<file path="config.mk">
export PLATFORM = sky130hd
export DESIGN_NAME = cpu_run_ctrl
export DESIGN_NICKNAME = d
export VERILOG_FILES = /design/src/rtl/cpu_run_ctrl.sv
export SDC_FILE = /design/constraint.sdc
export NUM_CORES = 1
export LEC_CHECK = 0
export CAP_MARGIN = 20
export CORE_MARGIN = 4
export CORE_UTILIZATION = 48
export DETAILED_ROUTE_END_ITERATION = 12
export PLACE_DENSITY = 0.79
export SLEW_MARGIN = 5
export SYNTH_ARGS = -nofsm -noshare
export SYNTH_HDL_FRONTEND = slang
export SYNTH_SLANG_ARGS = --single-unit
</file>
<file path="constraint.sdc">
create_clock -name clk -period 3.1 [get_ports clk]
set_input_delay 0.775 -clock clk [delete_from_list [all_inputs] [get_ports clk]]
set_output_delay 0.775 -clock clk [all_outputs]
set_load 0.05 [all_outputs]
</file>
<file path="src/rtl/cpu_run_ctrl.sv">
// Run/step/halt sequencer producing a one-cycle CPU clock-enable from a programmable prescaler.
// Latency: cpu_en/state registered; step edge sampled at E acts at E+1; first RUN pulse after E+div_sel+1.
// No backpressure: inputs are levels sampled every cycle. `define BREAKPOINT_EN adds the PC breakpoint/BREAK state.
module cpu_run_ctrl #(
  parameter int DIV_WIDTH = 22,
  parameter int PC_WIDTH  = 8
) (
  input  logic                 clk,
  input  logic                 reset,
  input  logic                 run_req,
  input  logic                 step_req,
  input  logic [DIV_WIDTH-1:0] div_sel,
  input  logic [PC_WIDTH-1:0]  pc,
  input  logic [PC_WIDTH-1:0]  bp_addr,
  input  logic                 bp_valid,
  output logic                 cpu_en,
  output logic [1:0]           state,
  output logic [15:0]          step_count
);

  typedef enum logic [1:0] {
    ST_HALT  = 2'b00,
    ST_RUN   = 2'b01,
    ST_STEP  = 2'b10,
    ST_BREAK = 2'b11
  } state_t;

  state_t               cur;
  state_t               nxt;
  logic [DIV_WIDTH-1:0] presc;
  logic [DIV_WIDTH-1:0] presc_nxt;
  logic                 en_nxt;
  logic [1:0]           step_sr;    // [0] = step_req sampled last edge, [1] = the edge before
  logic                 step_edge;
  logic                 presc_zero;
  logic                 bp_hit;

  // A step request is acted on one cycle after the rising level is first sampled.
  assign step_edge  = step_sr[0] & ~step_sr[1];
  assign presc_zero = (presc == '0);
  assign state      = cur;

`ifdef BREAKPOINT_EN
  // A hit is only meaningful at the instant a pulse would otherwise fire.
  assign bp_hit = (cur == ST_RUN) & presc_zero & bp_valid & (pc == bp_addr);
`else
  logic unused_bp;
  assign bp_hit    = 1'b0;
  assign unused_bp = &{1'b0, pc, bp_addr, bp_valid};
`endif

  // Next-state, next-pulse and prescaler update; priority: hit > run low > step edge > expiry.
  always_comb begin
    nxt       = cur;
    en_nxt    = 1'b0;
    presc_nxt = presc;
    case (cur)
      ST_HALT: begin
        if (run_req) begin
          nxt       = ST_RUN;
          presc_nxt = div_sel;
        end else if (step_edge) begin
          nxt    = ST_STEP;
          en_nxt = 1'b1;
        end
      end
      ST_RUN: begin
        if (bp_hit) begin
          nxt = ST_BREAK;
        end else if (!run_req) begin
          nxt = ST_HALT;
        end else if (presc_zero) begin
          en_nxt    = 1'b1;
          presc_nxt = div_sel;
        end else begin
          presc_nxt = presc - DIV_WIDTH'(1);
        end
      end
      ST_STEP: begin
        // The pulse is already on cpu_en for this cycle; always drop back to HALT.
        nxt = ST_HALT;
      end
      ST_BREAK: begin
`ifdef BREAKPOINT_EN
        if (!run_req) begin
          nxt = ST_HALT;
        end else if (step_edge) begin
          nxt    = ST_STEP;
          en_nxt = 1'b1;
        end
`else
        nxt = ST_HALT;
`endif
      end
      default: nxt = ST_HALT;
    endcase
  end

  // State, prescaler, registered enable pulse and step edge history.
  always_ff @(posedge clk or posedge reset) begin
    if (reset) begin
      cur     <= ST_HALT;
      presc   <= '0;
      cpu_en  <= 1'b0;
      step_sr <= 2'b00;
    end else begin
      cur     <= nxt;
      presc   <= presc_nxt;
      cpu_en  <= en_nxt;
      step_sr <= {step_sr[0], step_req};
    end
  end

  // Count every cycle the CPU was enabled; wraps naturally at 16 bits.
  always_ff @(posedge clk or posedge reset) begin
    if (reset) begin
      step_count <= 16'd0;
    end else if (cpu_en) begin
      step_count <= step_count + 16'd1;
    end
  end

endmodule

</file>
# Word-level counts from Yosys, hierarchy flattened
# Cells that the tools add are included.
# op_classes
n_lt_le_gt_ge	0
shift	0
n_bitwise	2
div_mod_pow	0
mul	0
muxes	13
reduce_logical	6
n_addsub	2
n_eq_ne	7
# op_table
op	n
22-bit two-way mux	3
22-bit case mux with 2 select lines	1
22-bit zero test	1
22-bit by 1-bit subtractor with 22-bit output (second input constant)	1
16-bit by 1-bit adder with 16-bit output (second input constant)	1
2-bit two-way mux	3
2-bit != test (second input constant)	3
2-bit case mux with 3 select lines	1
2-bit equality test (second input constant)	2
1-bit two-way mux	4
3-bit != test (second input constant)	1
3-bit AND reduction	1
2-bit by 1-bit equality test with 1-bit output (second input constant)	1
2-bit zero test	1
1-bit case mux with 2 select lines	1
2-bit AND reduction	1
2-bit nonzero test	1
2-bit OR reduction	1
1-bit AND	1
1-bit inverter	1
# word_totals
latch_bits	0
mem_bits_ro	0
ram_bits	0
mem_count	0
input_bits	43
register_bits	43
out_inout_bits	19

# Logic depth before layout (Yosys ltp)
# logic_depth
depth_word	5
mapped_depth	8

# Worst setup path before layout
# Ideal clock, no wire load.
# synth_timing
kind	register -> register
startpoint	reg presc[7]
endpoint	reg presc[9]
path_slack_ps	676
path_stages_with_launch	6
setup_ps	126
path_buffers	1
t_arrival_ps	2298
path_cell_list	dfrtp_1 > or4_4 > or4_4 > o31a_1 > buf_2 > a221o_1
# synth_via
elab_chain_cells	4
# synth_rtl
element	line	text
start, declared	30	logic [DIV_WIDTH-1:0] presc;
start signal, assigned	108	presc <= presc_nxt;
22-bit by 1-bit subtractor with 22-bit output / 22-bit zero test (equally long branches)	76, 40	
22-bit two-way mux (*)	72	end else if (presc_zero) begin
22-bit two-way mux (*)	70	end else if (!run_req) begin
22-bit case mux with 2 select lines (*)	57	case (cur)
# Every way passes the cells marked *; elsewhere a longest branch is shown, timed or not. The select of a mux whose other input is x is not followed.
# A chain may end at the register's enable or synchronous reset.

# Worst setup path in the final report
# Ends and elaborated chain as after synthesis.

==> flow_summary.json <==
{
  "numPortBuffers": 44,
  "coreArea_mm2": 0.00472,
  "max-cap-violations": 0,
  "first_pass_iters": 5,
  "yosysWarnings": 0,
  "synth-edff-count": 0,
  "path_clk_slew_ns": 0.08,
  "relSlewSlack_pct": 61.1,
  "grt_pass1_wl_um": 8670,
  "insertedDiodeCount": 0,
  "power_density_mw_per_mm2": 534,
  "power_mw": 1.59,
  "netlist_area_mm2": 0.00234,
  "postRouteAntennaNets": 0,
  "drive_above_1_share_pct": 9.72,
  "ff_latch_area_mm2": 0.00108,
  "track_usage_pct": 17.7,
  "synth-seq-area-share_pct": 46.0,
  "wl_per_cell_um": 14.4,
  "grt_pass1_vias": 1831,
  "clock_path_buffers": 2,
  "dr_total_vias": 1988,
  "hold_buffers": 0,
  "final_util_pct": 63.0,
  "min_period_ns": 2.68,
  "cpMostUsedCell": "or4_4",
  "cts_tree": "done",
  "rsz0062_at_grt": "false",
  "grt_max_degree": 44,
  "dieArea_mm2": 0.00606,
  "setup_viol": 0,
  "drc": 0,
  "p_comb_share_pct": 26.0,
  "fin_skew_ns": 0.00406,
  "root_buffer": "clkbuf_8",
  "min_period_over_period_pct": 86.5,
  "critPathMaxStageDelay_ns": 0.60,
  "post_cts_buffers": 0,
  "hold_viol_final": 0,
  "switching_share_pct": 33.3,
  "syn_to_final_growth_pct": 27.3,
  "setup-tns-final_ns": 0,
  "gp_congestion": 0.789,
  "synth.avg_cell_area_um2": 9.75,
  "antenna_found_initial": 0,
  "fin_nets": 333,
  "die_w_um": 77.8,
  "cp_cell_sequence": "or4_4, or4_4, o31ai_4, o21ai_1, a221o_1",
  "rows": 25,
  "critPathMaxFanout": 11,
  "start_util_pct": 49.5,
  "nFillCells": 398,
  "setup.worst_path.class": "register to register",
  "power.switching_uw": 528,
  "worst_pin_slew_ns": 0.578,
  "internal_power_mw": 1.06,
  "max-vdd-ir-drop_mv": 0.345,
  "hp-class": "register to register",
  "die_h_um": 77.8,
  "cp.required_ns": 3.28,
  "ios": 62,
  "cts_resized": 0,
  "htree_levels": 2,
  "crit_path_end_kind": "register",
  "clock_power_share_pct": 27.6,
  "ys_ff_latch": 43,
  "syn_inst": 240,
  "cp.arrival_ns": 2.86,
  "multi_input_comb_area_mm2": 0.00118,
  "dpl.hpwl_um": 3670,
  "clkSinkCount": 43,
  "synthArstFlopShare_pct": 100,
  "synth_nets": 286,
  "insertion_delay_ns": 0.30,
  "p_seq_share_pct": 46.4,
  "grt_overflow": 0,
  "critPathLaunchType": "register",
  "fmaxAchievable_mhz": 373,
  "cts_buffers": 5,
  "ys_types": 49,
  "p_leak_nw": 1.22,
  "outcome": "finished, final reports clean",
  "vias_per_cell": 5.60,
  "synth_top_flop_cell": "dfrtp_1",
  "drt-total-wl_um": 5100,
  "slew_violations": 0,
  "cp_slowest_cell": "or4_4",
  "drtIter0Drc": 112
}
[state kept, by name, summed over array words and instances (netlist names)]
name,cells
presc,22
step_count,16
state,2
step_sr,2
cpu_en,1
[layout by cell type, fill, tap and decap left out, types with 3 or more instances in the layout]
| cell type | instances |
|---|---|
| or4_1 | 3 |
| xor2_1 | 5 |
| inv_1 | 7 |
| nor4_1 | 5 |
| a22oi_1 | 3 |
| o31a_1 | 3 |
| a21oi_1 | 11 |
| clkdlybuf4s50_1 | 44 |
| ha_1 | 3 |
| dfrtp_1 | 43 |
| nand4_1 | 9 |
| nand2_1 | 28 |
| clkbuf_8 | 5 |
| and3_1 | 8 |
| mux2i_1 | 9 |
| nor3_1 | 7 |
| or2_2 | 4 |
| nor2_1 | 8 |
| or3_1 | 3 |
| o21ai_0 | 11 |
| a2bb2oi_1 | 7 |
| o21ai_1 | 3 |
| buf_4 | 8 |
| xnor2_1 | 10 |
| nand3_1 | 13 |
[power by group through the flow]
| stage | combinational (mW) | sequential (mW) | clock, mW |
|---|---|---|---|
| floorplan | 0.197 | 0.815 | 0 |
| CTS | 0.418 | 0.736 | 0.450 |
| detailed placement | 0.417 | 0.747 | 0 |
| finish | 0.413 | 0.737 | 0.439 |
| global route | 0.448 | 0.754 | 0.465 |
| global placement | 0.403 | 0.742 | 0 |
[final timing paths]
check | start | end | slack (ns) | cells past startpoint
setup / recovery | presc[7] | presc[9] | 0.42 | 5
hold / removal | step_sr[0] | step_sr[1] | 0.38 | 0
setup reg to reg | presc[7] | presc[9] | 0.42 | 5
hold reg to reg | step_sr[0] | step_sr[1] | 0.38 | 0
max in group asynchronous | reset | step_count[7] | 1.81 | 3
min in group asynchronous | reset | step_count[6] | 0.92 | 3
[area by class of cell]
cell class / count / share of cell area (%)
multi-input cells: 178 / 39.6
flip-flops and latches: 43 / 36.1
repair buffers: 52 / 16.8
well taps: 67 / 2.82
clock buffers: 5 / 2.31
clock inverters: 3 / 1.47
inverters: 7 / 0.882
[routing by layer]
| metal | part of all wire (%) | track usage (%) | vias up |
|---|---|---|---|
| met5 | 0 | 0 | - |
| met4 | 0.94 | 4.98 | 0 |
| met3 | 5.3 | 3.60 | 5 |
| met2 | 48 | 28.8 | 51 |
| met1 | 46 | 23.9 | 948 |
| li1 | - | - | 984 |
[cell usage after synthesis (3+ instances only)]
library cell	count	area, µm²
o21ai_0	11	55.1
o21ai_1	3	15.0
clkbuf_1	7	26.3
nor2_1	8	30.0
inv_1	7	26.3
a22oi_1	3	22.5
or2_2	4	25.0
nor3_1	7	35.0
or4_1	3	22.5
and3_1	8	50.1
nand4_1	9	56.3
o31a_1	3	26.3
a2bb2oi_1	7	61.3
mux2i_1	9	90.1
ha_1	3	37.5
nand2_1	28	105
xor2_1	5	43.8
nor4_1	5	31.3
or3_1	3	18.8
a21oi_1	11	55.1
xnor2_1	10	87.6
dfrtp_1	43	1080
nand3_1	13	65.1
[kinds of logic (layout without fill, tap and decap cells)]
family	Yosys count	in the layout	share of synthesized area [%]
flip-flops	43	43	46.0
AO/OA/AOI/OAI	51	51	15.9
buffers and inverters	19	67	3.64
adder cells (fa/ha/maj)	3	3	1.60
multiplexers	10	10	4.33
AND/OR/NAND/NOR	99	99	22.9
XOR/XNOR	15	15	5.61
[per-stage QoR]
step | setup slack (ns) | instances | area (µm²) | hold slack (ns)
final | 0.420 | 355 | 2980 | 0.383
after global routing | 0.329 | 355 | 2980 | 0.405
after CTS | 0.426 | 355 | 2980 | 0.387
after detailed placement | 0.449 | 347 | 2870 | 0.369
after global placement | 0.469 | 347 | 2870 | 0.364
after floorplan | 0.676 | 240 | 2340 | 0.355
[worst max-delay path, delay by kind of cell (launching register included)]
| kind | cells | cell delay, ns |
|---|---|---|
| simple gates | 2 | 1.18 |
| compound gates | 3 | 0.94 |
| flops | 1 | 0.46 |
No activity file was read; power rests on OpenSTA's default activity.
